[config.mk]
export PLATFORM = sky130hd
export DESIGN_NAME = clock_gate_ctrl
export DESIGN_NICKNAME = d
export VERILOG_FILES = /design/src/rtl/clock_gate_pkg.sv /design/src/rtl/clock_gate_channel.sv /design/src/rtl/clock_gate_ctrl.sv
export SDC_FILE = /design/constraint.sdc
export NUM_CORES = 1
export LEC_CHECK = 0
export ABC_AREA = 1
export ABC_CLOCK_PERIOD_IN_PS = 4580
export CAP_MARGIN = 20
export CORE_ASPECT_RATIO = 1.2
export CORE_UTILIZATION = 58
export DETAILED_ROUTE_END_ITERATION = 8
export PLACE_DENSITY = 0.82
export SETUP_SLACK_MARGIN = 0.15
export SYNTH_ARGS = -nofsm -noshare
export SYNTH_HDL_FRONTEND = slang
export SYNTH_SLANG_ARGS = --single-unit
export TNS_END_PERCENT = 100
[constraint.sdc]
create_clock -name i_clock -period 4.58 [get_ports i_clock]
set_input_delay 0.458 -clock i_clock [delete_from_list [all_inputs] [get_ports i_clock]]
set_output_delay 0.458 -clock i_clock [all_outputs]
set_load 0.01 [all_outputs]
[src/rtl/clock_gate_pkg.sv]
// clock_gate_pkg
// Shared definitions for the N-channel clock-gating controller:
//   - cg_state_e : per-channel FSM state (2-bit encoding)
//   - DEF_*      : default timing constants used as parameter defaults
//   - st_gate_on / st_ack : decode of the channel outputs from the FSM state
package clock_gate_pkg;

  typedef enum logic [1:0] {
    ST_GATED    = 2'd0,
    ST_WAKING   = 2'd1,
    ST_RUNNING  = 2'd2,
    ST_DRAINING = 2'd3
  } cg_state_e;

  localparam int DEF_WAKE_CYCLES = 2;
  localparam int DEF_IDLE_CYCLES = 8;
  localparam int DEF_CNT_W       = 8;

  // The clock is enabled in every state except GATED (DRAINING keeps it
  // running for one last cycle so the block sees ack fall on a live clock).
  function automatic logic st_gate_on(cg_state_e s);
    return s != ST_GATED;
  endfunction

  function automatic logic st_ack(cg_state_e s);
    return s == ST_RUNNING;
  endfunction

endpackage

[src/rtl/clock_gate_channel.sv]
// clock_gate_channel
// One gated-clock channel: wake/run/drain FSM, wake and idle counters and
// the falling-edge enable flop that makes the gate glitch-free.
// Ports:
//   clk      in   system clock, all control on the rising edge
//   rst      in   synchronous reset, active-high
//   force_on in   bypass: clock ungated while high (FSM keeps running)
//   req      in   run request, level
//   busy     in   activity indicator from the clocked block
//   state    out  current FSM state (status/debug)
//   clk_out  out  gated clock
module clock_gate_channel
  import clock_gate_pkg::*;
#(
  parameter int WAKE_CYCLES = DEF_WAKE_CYCLES,
  parameter int IDLE_CYCLES = DEF_IDLE_CYCLES,
  parameter int CNT_W       = DEF_CNT_W
) (
  input  logic      clk,
  input  logic      rst,
  input  logic      force_on,
  input  logic      req,
  input  logic      busy,
  output cg_state_e state,
  output logic      clk_out
);

  localparam logic [CNT_W-1:0] WAKE_LOAD  = CNT_W'(WAKE_CYCLES);
  localparam logic [CNT_W-1:0] IDLE_LIMIT = CNT_W'(IDLE_CYCLES);

  cg_state_e        state_nxt;
  logic [CNT_W-1:0] wake_cnt, wake_cnt_nxt;
  logic [CNT_W-1:0] idle_cnt, idle_cnt_nxt;
  logic [CNT_W-1:0] idle_inc;
  logic             in_reset;
  logic             en_neg;

  // Saturating increment: the idle counter never wraps.
  assign idle_inc = (idle_cnt == '1) ? idle_cnt : idle_cnt + CNT_W'(1);

  always_comb begin
    state_nxt    = state;
    wake_cnt_nxt = wake_cnt;
    idle_cnt_nxt = idle_cnt;
    case (state)
      ST_GATED: begin
        idle_cnt_nxt = '0;
        if (req) begin
          state_nxt    = ST_WAKING;
          wake_cnt_nxt = WAKE_LOAD;
        end
      end
      ST_WAKING: begin
        // A dropped request aborts the wake with no ack pulse. The counter
        // stops at zero, and the edge that sees zero lands in RUNNING,
        // giving the first ack WAKE_CYCLES+1 edges after the request edge.
        if (!req) begin
          state_nxt    = ST_GATED;
          wake_cnt_nxt = '0;
        end else if (wake_cnt == '0) begin
          state_nxt    = ST_RUNNING;
          idle_cnt_nxt = '0;
        end else begin
          wake_cnt_nxt = wake_cnt - CNT_W'(1);
        end
      end
      ST_RUNNING: begin
        if (req || busy) begin
          idle_cnt_nxt = '0;
        end else begin
          idle_cnt_nxt = idle_inc;
          if (idle_inc >= IDLE_LIMIT) state_nxt = ST_DRAINING;
        end
      end
      ST_DRAINING: begin
        // Always pass through GATED; a request seen here is picked up there.
        state_nxt    = ST_GATED;
        idle_cnt_nxt = '0;
      end
      default: state_nxt = ST_GATED;
    endcase
  end

  always_ff @(posedge clk) begin
    if (rst) begin
      state    <= ST_GATED;
      wake_cnt <= '0;
      idle_cnt <= '0;
      in_reset <= 1'b1;
    end else begin
      state    <= state_nxt;
      wake_cnt <= wake_cnt_nxt;
      idle_cnt <= idle_cnt_nxt;
      in_reset <= 1'b0;
    end
  end

  // Enable is re-sampled while clk is low, so clk_out can only change
  // state at a rising edge of clk (start of a full pulse) or stay low.
  // in_reset is the registered view of reset, so the bypass is masked from
  // the falling edge after the reset edge for as long as reset is held.
  always_ff @(negedge clk) begin
    en_neg <= st_gate_on(state) | (force_on & ~in_reset);
  end

  assign clk_out = clk & en_neg;

endmodule

[src/rtl/clock_gate_ctrl.sv]
// clock_gate_ctrl
// N-channel clock-gating controller. Each channel owns its FSM and gate;
// this level distributes the global bypass and packs the per-channel buses.
// Handshake: i_req[c] is a level request. o_ack[c] high means o_clock[c] is
// running and stable; it rises WAKE_CYCLES+1 edges after the edge that first
// samples i_req[c] high and falls one cycle before the clock is gated after
// IDLE_CYCLES consecutive cycles with i_req[c]=0 and i_busy[c]=0.
// Ports:
//   i_clock     in   system clock
//   i_reset     in   synchronous reset, active-high
//   i_force_on  in   global bypass, all clocks ungated while high
//   i_req       in   [NUM_CH] run requests
//   i_busy      in   [NUM_CH] activity indicators
//   o_ack       out  [NUM_CH] channel clock usable
//   o_clock     out  [NUM_CH] gated clocks
//   o_gate_on   out  [NUM_CH] registered enable state (status/debug)
module clock_gate_ctrl
  import clock_gate_pkg::*;
#(
  parameter int NUM_CH      = 4,
  parameter int WAKE_CYCLES = DEF_WAKE_CYCLES,
  parameter int IDLE_CYCLES = DEF_IDLE_CYCLES,
  parameter int CNT_W       = DEF_CNT_W
) (
  input  logic              i_clock,
  input  logic              i_reset,
  input  logic              i_force_on,
  input  logic [NUM_CH-1:0] i_req,
  input  logic [NUM_CH-1:0] i_busy,
  output logic [NUM_CH-1:0] o_ack,
  output logic [NUM_CH-1:0] o_clock,
  output logic [NUM_CH-1:0] o_gate_on
);

  cg_state_e ch_state [NUM_CH];

  for (genvar c = 0; c < NUM_CH; c++) begin : g_ch
    clock_gate_channel #(
      .WAKE_CYCLES (WAKE_CYCLES),
      .IDLE_CYCLES (IDLE_CYCLES),
      .CNT_W       (CNT_W)
    ) u_ch (
      .clk      (i_clock),
      .rst      (i_reset),
      .force_on (i_force_on),
      .req      (i_req[c]),
      .busy     (i_busy[c]),
      .state    (ch_state[c]),
      .clk_out  (o_clock[c])
    );

    assign o_ack[c]     = st_ack(ch_state[c]);
    assign o_gate_on[c] = st_gate_on(ch_state[c]);
  end

endmodule
==> results of run 1 <==
kinds of logic (layout without fill, tap and decap cells):
| kind of cell | Yosys count | after routing | share of synthesized area (%) |
|---|---|---|---|
| AOI/OAI and AO/OA | 118 | 118 | 14.1 |
| xor gates and xnor gates | 24 | 24 | 4.64 |
| adders and majority gates | 12 | 12 | 3.31 |
| buffers and inverters | 105 | 138 | 9.38 |
| DFF | 77 | 77 | 34.0 |
| and+or+nand+nor | 351 | 351 | 34.6 |
flip-flops by register name, summed over array words and instances, names as in the netlist, named ones only:
signal and flops:
g_ch.u_ch.wake_cnt 32, g_ch.u_ch.state 4, g_ch.u_ch.idle_cnt 32, g_ch.u_ch.in_reset 1, g_ch.u_ch.en_neg 4
worst paths after layout:
kind                                              start                                     to  slack [ns]
setup / recovery            g_ch[3].u_ch.en_neg$_DFF_N_                             o_clock[3]        0.38
hold / removal    g_ch[3].u_ch.wake_cnt[0]$_SDFFE_PP0P_  g_ch[3].u_ch.wake_cnt[0]$_SDFFE_PP0P_        0.47
setup reg to reg                               register            g_ch[0].u_ch.en_neg$_DFF_N_        1.55
hold reg to reg   g_ch[3].u_ch.wake_cnt[0]$_SDFFE_PP0P_  g_ch[3].u_ch.wake_cnt[0]$_SDFFE_PP0P_        0.47
cells in the mapped netlist, types with 2 or more instances:
| cell type | n |
|---|---|
| nand4_1 | 13 |
| or2_2 | 2 |
| dfxtp_1 | 77 |
| clkinv_1 | 2 |
| clkbuf_1 | 7 |
| nor3_1 | 21 |
| buf_6 | 2 |
| ha_1 | 12 |
| o211ai_1 | 2 |
| nor2_2 | 8 |
| inv_1 | 86 |
| nor2_1 | 68 |
| a21oi_1 | 76 |
| o21ai_2 | 4 |
| nand3b_1 | 3 |
| buf_4 | 4 |
| xor2_1 | 23 |
| o31ai_1 | 3 |
| inv_2 | 3 |
| o21ai_0 | 27 |
| nor4_4 | 3 |
| nand3_1 | 37 |
| nand2_1 | 186 |
routing by layer:
layer	vias to the layer above	global-route usage (%)	part of all wire [%]
li1	2266	-	-
met5	-	0	0
met4	0	10.3	1.6
met2	74	44.0	50
met3	19	7.04	3.6
met1	2045	29.4	45
area by class of cell:
cell class / instances / area [um^2]
well taps: 90 / 113
flip-flops and latches: 77 / 1540
fillers: 659 / 2270
inverters: 86 / 323
clock buffers: 20 / 250
multi-input cells: 505 / 2570
clock inverters: 13 / 159
repair buffers: 19 / 183
placed cells by master, fill, tap and decap left out, types with 2 or more instances in the layout:
cell type | synthesis | final
bufinv_16 | 0 | 4
o21ai_0 | 27 | 27
xor2_1 | 23 | 23
inv_2 | 3 | 3
nand2_1 | 186 | 186
nor4_4 | 3 | 3
clkdlybuf4s50_1 | 0 | 21
nor3_1 | 21 | 21
nand4_1 | 13 | 13
or2_2 | 2 | 2
o21ai_2 | 4 | 4
o31ai_1 | 3 | 3
nor2_1 | 68 | 68
nand3_1 | 37 | 37
nor2_2 | 8 | 8
dfxtp_1 | 77 | 77
nand3b_1 | 3 | 3
ha_1 | 12 | 12
a21oi_1 | 76 | 76
inv_1 | 86 | 89
clkbuf_8 | 0 | 15
o211ai_1 | 2 | 2
clkinv_1 | 2 | 2
power breakdown:
part	total, mW	switching, mW	internal (mW)
combinational	1.23	0.781	0.454
clock	0.900	0.320	0.579
sequential	0.888	0.0998	0.788
worst max-delay path: cells and delay by family (launching register included):
kind | cells | cell delay [ns]
and+or+nand+nor | 1 | 0.06
DFF | 1 | 0.31
buffers and inverters | 2 | 0.58
==> out/results.ini, run 1 <==
[outcome]
outcome=complete, no violations

[hold_path]
min_path_type=register to register
hold_path_depth=2

[floorplanning]
die-area_um2=8170
io_pins=23
fp.coreArea_um2=7400
dieHeight_um=98.8
rows=34
fp.dieW_um=82.7
initial_core_util_pct=61.2

[global_route]
grt_max_degree=54
grt_pass1_wl_um=16600
track_usage_pct=25.7
grt_overflow=0
antenna_found_initial=0
first_global_vias=4150

[sta]
worst_slew_pin_slew_ns=0.592
fin_worst_skew_ns=0.0543
fin_ws_ns=0.378
whs_ns=0.466
slew_headroom_pct=60.6
hold_viol=0
tns_ns=0
rsz0062_at_grt=false
setup_viol=0
maxSlewViolCount=0

[clock_network]
ctsHoldBuffers=0
cts_tree=built
clk_pin_slew_ns=0.07
cts_setup_buffers=0
cts_resized=0
insertion_delay_ns=0.51

[layout]
num_antenna_cells=0
drive_gt1_share_pct=6.81
fin_util_pct=69.4
area_growth_pct=13.3
design_area_um2=5130
finalNetCount=737
instances_no_fill=810

[routing]
num_vias=4404
routed_wl_um=9770
drt_pass1_iterations=5
drc=0
ant_nets=0
wl_per_cell_um=12.1
via_per_inst=5.44
drt-initial-drc-count=187

[logic_synthesis]
synthDominantCellAreaShare_pct=34.0
synth_largest_area_cell=dfxtp_1
synthTopCellsByArea=dfxtp_1 (34%), nand2_1 (15%), a21oi_1 (8.4%)
ys.flop_type=dfxtp_1
synthArstFlopShare_pct=0
ys_ff_latch=77
syn_area_um2=4530
synth.yosys.seq_area_share_pct=34.0
synth_edf_count=0
postSynthAreaPerCell_um2=6.60
synth_fp_nets=710
yosys_warnings=0
synth_cell_types=41
synthCells=687

[worst_setup_path]
critPathSlowestCell=clkdlybuf4s50_1
critical_path_required_ns=4.12
endpoint_kind=primary output
worstPathMaxFanout=1
worstRegToRegCells=2
path_cells=nand2_1 > inv_1 > clkdlybuf4s50_1
arrival_ns=3.74
critPathKind=register to primary output
startpoint_type=register
cpPeakStageDelay_ns=0.52

[placed_design]
place_ws_ns=0.951
postPlaceCellArea_um2=4780
io_buffers=22
gp_congestion=0.856
dp_cells=786
dp_hpwl_um=6860

[pwr]
power_mw=3.02
max-vdd-ir-drop_uv=442
power.density_nw_per_um2=589
p_leak_nw=2.26

[run]
max_cap_viol_count=0

Power figures use the tool's default switching activity.
==> run 2, diff against run 1 <==
ABC_AREA = unset   (was 1)
PLACE_DENSITY = 0.83   (was 0.82)
REMOVE_ABC_BUFFERS = 1   (was unset)
==> run 2 against run 1 <==
  * Critical path type unchanged
  * Clock power fell by 9.4%
  * Wire length fell by 12%
  * Sequential share of layout area rose by 2.7 points
  * Non-clock buffer count did not move
  * Sequential power fell by 13%
  * Sequential cell count did not move
  * Combinational power fell by 68%
  * First-iteration DRC count rose by 4.3%
  * Final cell count fell by 23%
  * Register-to-register slack got worse by 0.20 ns
  * Via count fell by 16%
==> out/results.ini, run 2 <==
[outcome]
outcome=complete, no violations

[sta]
tns_ns=0  ; unchanged
hold_viol=0  ; unchanged
fin_ws_ns=0.391  ; +0.0127 ns
slew_headroom_pct=45.8  ; -15 points
worst_slew_pin_slew_ns=0.805  ; +0.214 ns
rsz0062_at_grt=false
setup_viol=0  ; unchanged
maxSlewViolCount=0  ; unchanged
fin_worst_skew_ns=0.0541  ; -0.000214 ns

[logic_synthesis]
synth_cell_types=56  ; +37%
synth_largest_area_cell=dfxtp_1
netlist_top_cells_count=dfxtp_1 (77), nor2_1 (75), a21oi_1 (34)
synthCells=513  ; -25%
synth_edf_count=0  ; unchanged
yosys_warnings=0  ; unchanged
synthDominantCellAreaShare_pct=37.1  ; +3.1 points
postSynthAreaPerCell_um2=8.10  ; +23%
synth.yosys.seq_area_share_pct=37.1  ; +3.1 points
ys.flop_type=dfxtp_1
synthTopCellsByArea=dfxtp_1 (37%), nor2_1 (6.8%), xor2_1 (5.1%)
ys_ff_latch=77  ; unchanged
synth.most_common_cell=dfxtp_1
syn_area_um2=4160  ; -8.3%
synthArstFlopShare_pct=0  ; unchanged

[routing]
num_vias=3713  ; -16%
met3_length_um=356  ; +2.3%
drc=0  ; unchanged
routed_wl_um=8560  ; -12%
drt-initial-drc-count=195  ; +4.3%
wl_per_cell_um=13.7  ; +14%
wl_met1_um=3750  ; -14%
drt_pass1_iterations=5  ; unchanged
ant_nets=0  ; unchanged
via_per_inst=5.94  ; +9.3%
top_layer=met4
wl_met2_um=4250  ; -13%

[clock_network]
ctsHoldBuffers=0  ; unchanged
insertion_delay_ns=0.51  ; about the same
cts_resized=0  ; unchanged
clk_pin_slew_ns=0.07  ; about the same
cts_tree=built
cts_setup_buffers=0  ; unchanged

[floorplanning]
die-area_um2=7510  ; -8.1%
fp.dieW_um=79.3  ; -4.1%
io_pins=23  ; unchanged
dieHeight_um=94.7  ; -4.2%
rows=33  ; -2.9%
fp.coreArea_um2=6900  ; -6.8%
initial_core_util_pct=60.3  ; -0.96 points

[worst_setup_path]
worstPathMaxFanout=1  ; unchanged
critical_path_required_ns=4.12  ; about the same
startpoint_type=register
arrival_ns=3.73  ; about the same
worstReg2RegEnd=g_ch[1].u_ch.en_neg$_DFF_N_
r2r_slack_ns=1.35  ; -0.20 ns
critPathKind=register to primary output
worstRegToRegCells=2  ; unchanged
endpoint_kind=primary output

[pwr]
max-vdd-ir-drop_uv=332  ; -25%
power.density_nw_per_um2=420  ; -29%
power_mw=1.98  ; -35%
p_leak_nw=1.77  ; -22%

[global_route]
track_usage_pct=24.7  ; -1.0 points
grt_pass1_wl_um=14300  ; -14%
grt_overflow=0  ; unchanged
grt_max_degree=43  ; -20%
first_global_vias=3415  ; -18%
antenna_found_initial=0  ; unchanged

[layout]
design_area_um2=4710  ; -8.3%
num_antenna_cells=0  ; unchanged
area_growth_pct=13.3  ; about the same
nFillCells=530  ; -20%
fin_util_pct=68.3  ; -1.1 points
reg.largest.list=g_ch.u_ch.idle_cnt (32), g_ch.u_ch.wake_cnt (32)
drive_gt1_share_pct=5.95  ; -0.86 points
finalNetCount=555  ; -25%
most-common-layout-cells=dfxtp_1 (77), nor2_1 (75), a21oi_1 (34), nand2_1 (26)
layout_commonest_cell=dfxtp_1

[placed_design]
place_ws_ns=0.920  ; -0.0312 ns
postPlaceCellArea_um2=4380  ; -8.4%
io_buffers=22  ; unchanged
gp_congestion=0.844  ; -1.5%
dp_hpwl_um=5850  ; -15%

[hold_path]
min_path_type=register to register
min_from=g_ch[0].u_ch.idle_cnt[1]$_SDFFE_PP0P_
hold_path_depth=2  ; unchanged
holdPathEnd=g_ch[0].u_ch.idle_cnt[1]$_SDFFE_PP0P_

[run]
max_cap_viol_count=0  ; unchanged

run 2: changes by cell type after synthesis, moves of 13 or more:
cell,change
a21oi_1,-42
nand2_1,-160
nand3_1,-13
a31oi_1,+14
inv_1,-66
and2_1,+14
nand2b_1,+14
run 2: area by class of cell:
cell class	count	area (um^2)	area share, %
Inverter	19	71.3	1.51
Clock inverter	9	119	2.52
Tap cell	87	109	2.31
Clock buffer	20	251	5.34
Sequential cell	77	1540	32.7
Multi-Input combinational cell	394	2430	51.6
Timing Repair Buffer	19	188	3.99
run 2: worst max-delay path, stage by stage, from the launching register on:
cell             delay, ns
dfxtp_1               0.29
and2_1                0.12
clkdlybuf4s50_1       0.53
run 2: report_power, final:
group / internal [mW] / total, mW / switching, mW / leakage, nW
combinational: 0.172 / 0.389 / 0.217 / 0.937
sequential: 0.724 / 0.775 / 0.0503 / 0.628
clock: 0.516 / 0.815 / 0.299 / 0.205
run 2: worst max-delay path by stage:
stage	slack, ns	to	startpoint	depth (start not counted)
after global placement	0.93	o_clock[2]	g_ch[2].u_ch.en_neg$_DFF_N_	2
after detailed placement	0.92	o_clock[0]	g_ch[0].u_ch.en_neg$_DFF_N_	2
after CTS	0.37	o_clock[0]	g_ch[0].u_ch.en_neg$_DFF_N_	2
after global routing	0.32	o_clock[1]	g_ch[1].u_ch.en_neg$_DFF_N_	2
after floorplan	1.35	g_ch[1].u_ch.en_neg$_DFF_N_	register	2
final	0.39	o_clock[1]	g_ch[1].u_ch.en_neg$_DFF_N_	2
run 2: routing by layer:
metal	GRT usage, %	up-vias
met1	26.7	1740
li1	-	1867
met5	0	-
met4	16.8	0
met3	5.70	16
met2	42.5	90
run 2: cell families (layout without fill, tap and decap cells):
| kind of cell | Yosys count | after routing | synth area share, % |
|---|---|---|---|
| flip-flops | 77 | 77 | 37.1 |
| multiplexers | 1 | 1 | 0.241 |
| buffers and inverters | 42 | 67 | 4.46 |
| XOR/XNOR | 37 | 37 | 7.80 |
| AO/OA/AOI/OAI | 112 | 112 | 17.3 |
| AND/OR/NAND/NOR | 232 | 232 | 29.5 |
| adder cells (fa/ha/maj) | 12 | 12 | 3.61 |
run 2: through the flow:
step                      hold WS (ns)  cells
after floorplan                  0.460    491
after global placement           0.480    601
after detailed placement         0.484    601
after CTS                        0.495    625
after global routing             0.544    625
final                            0.497    625
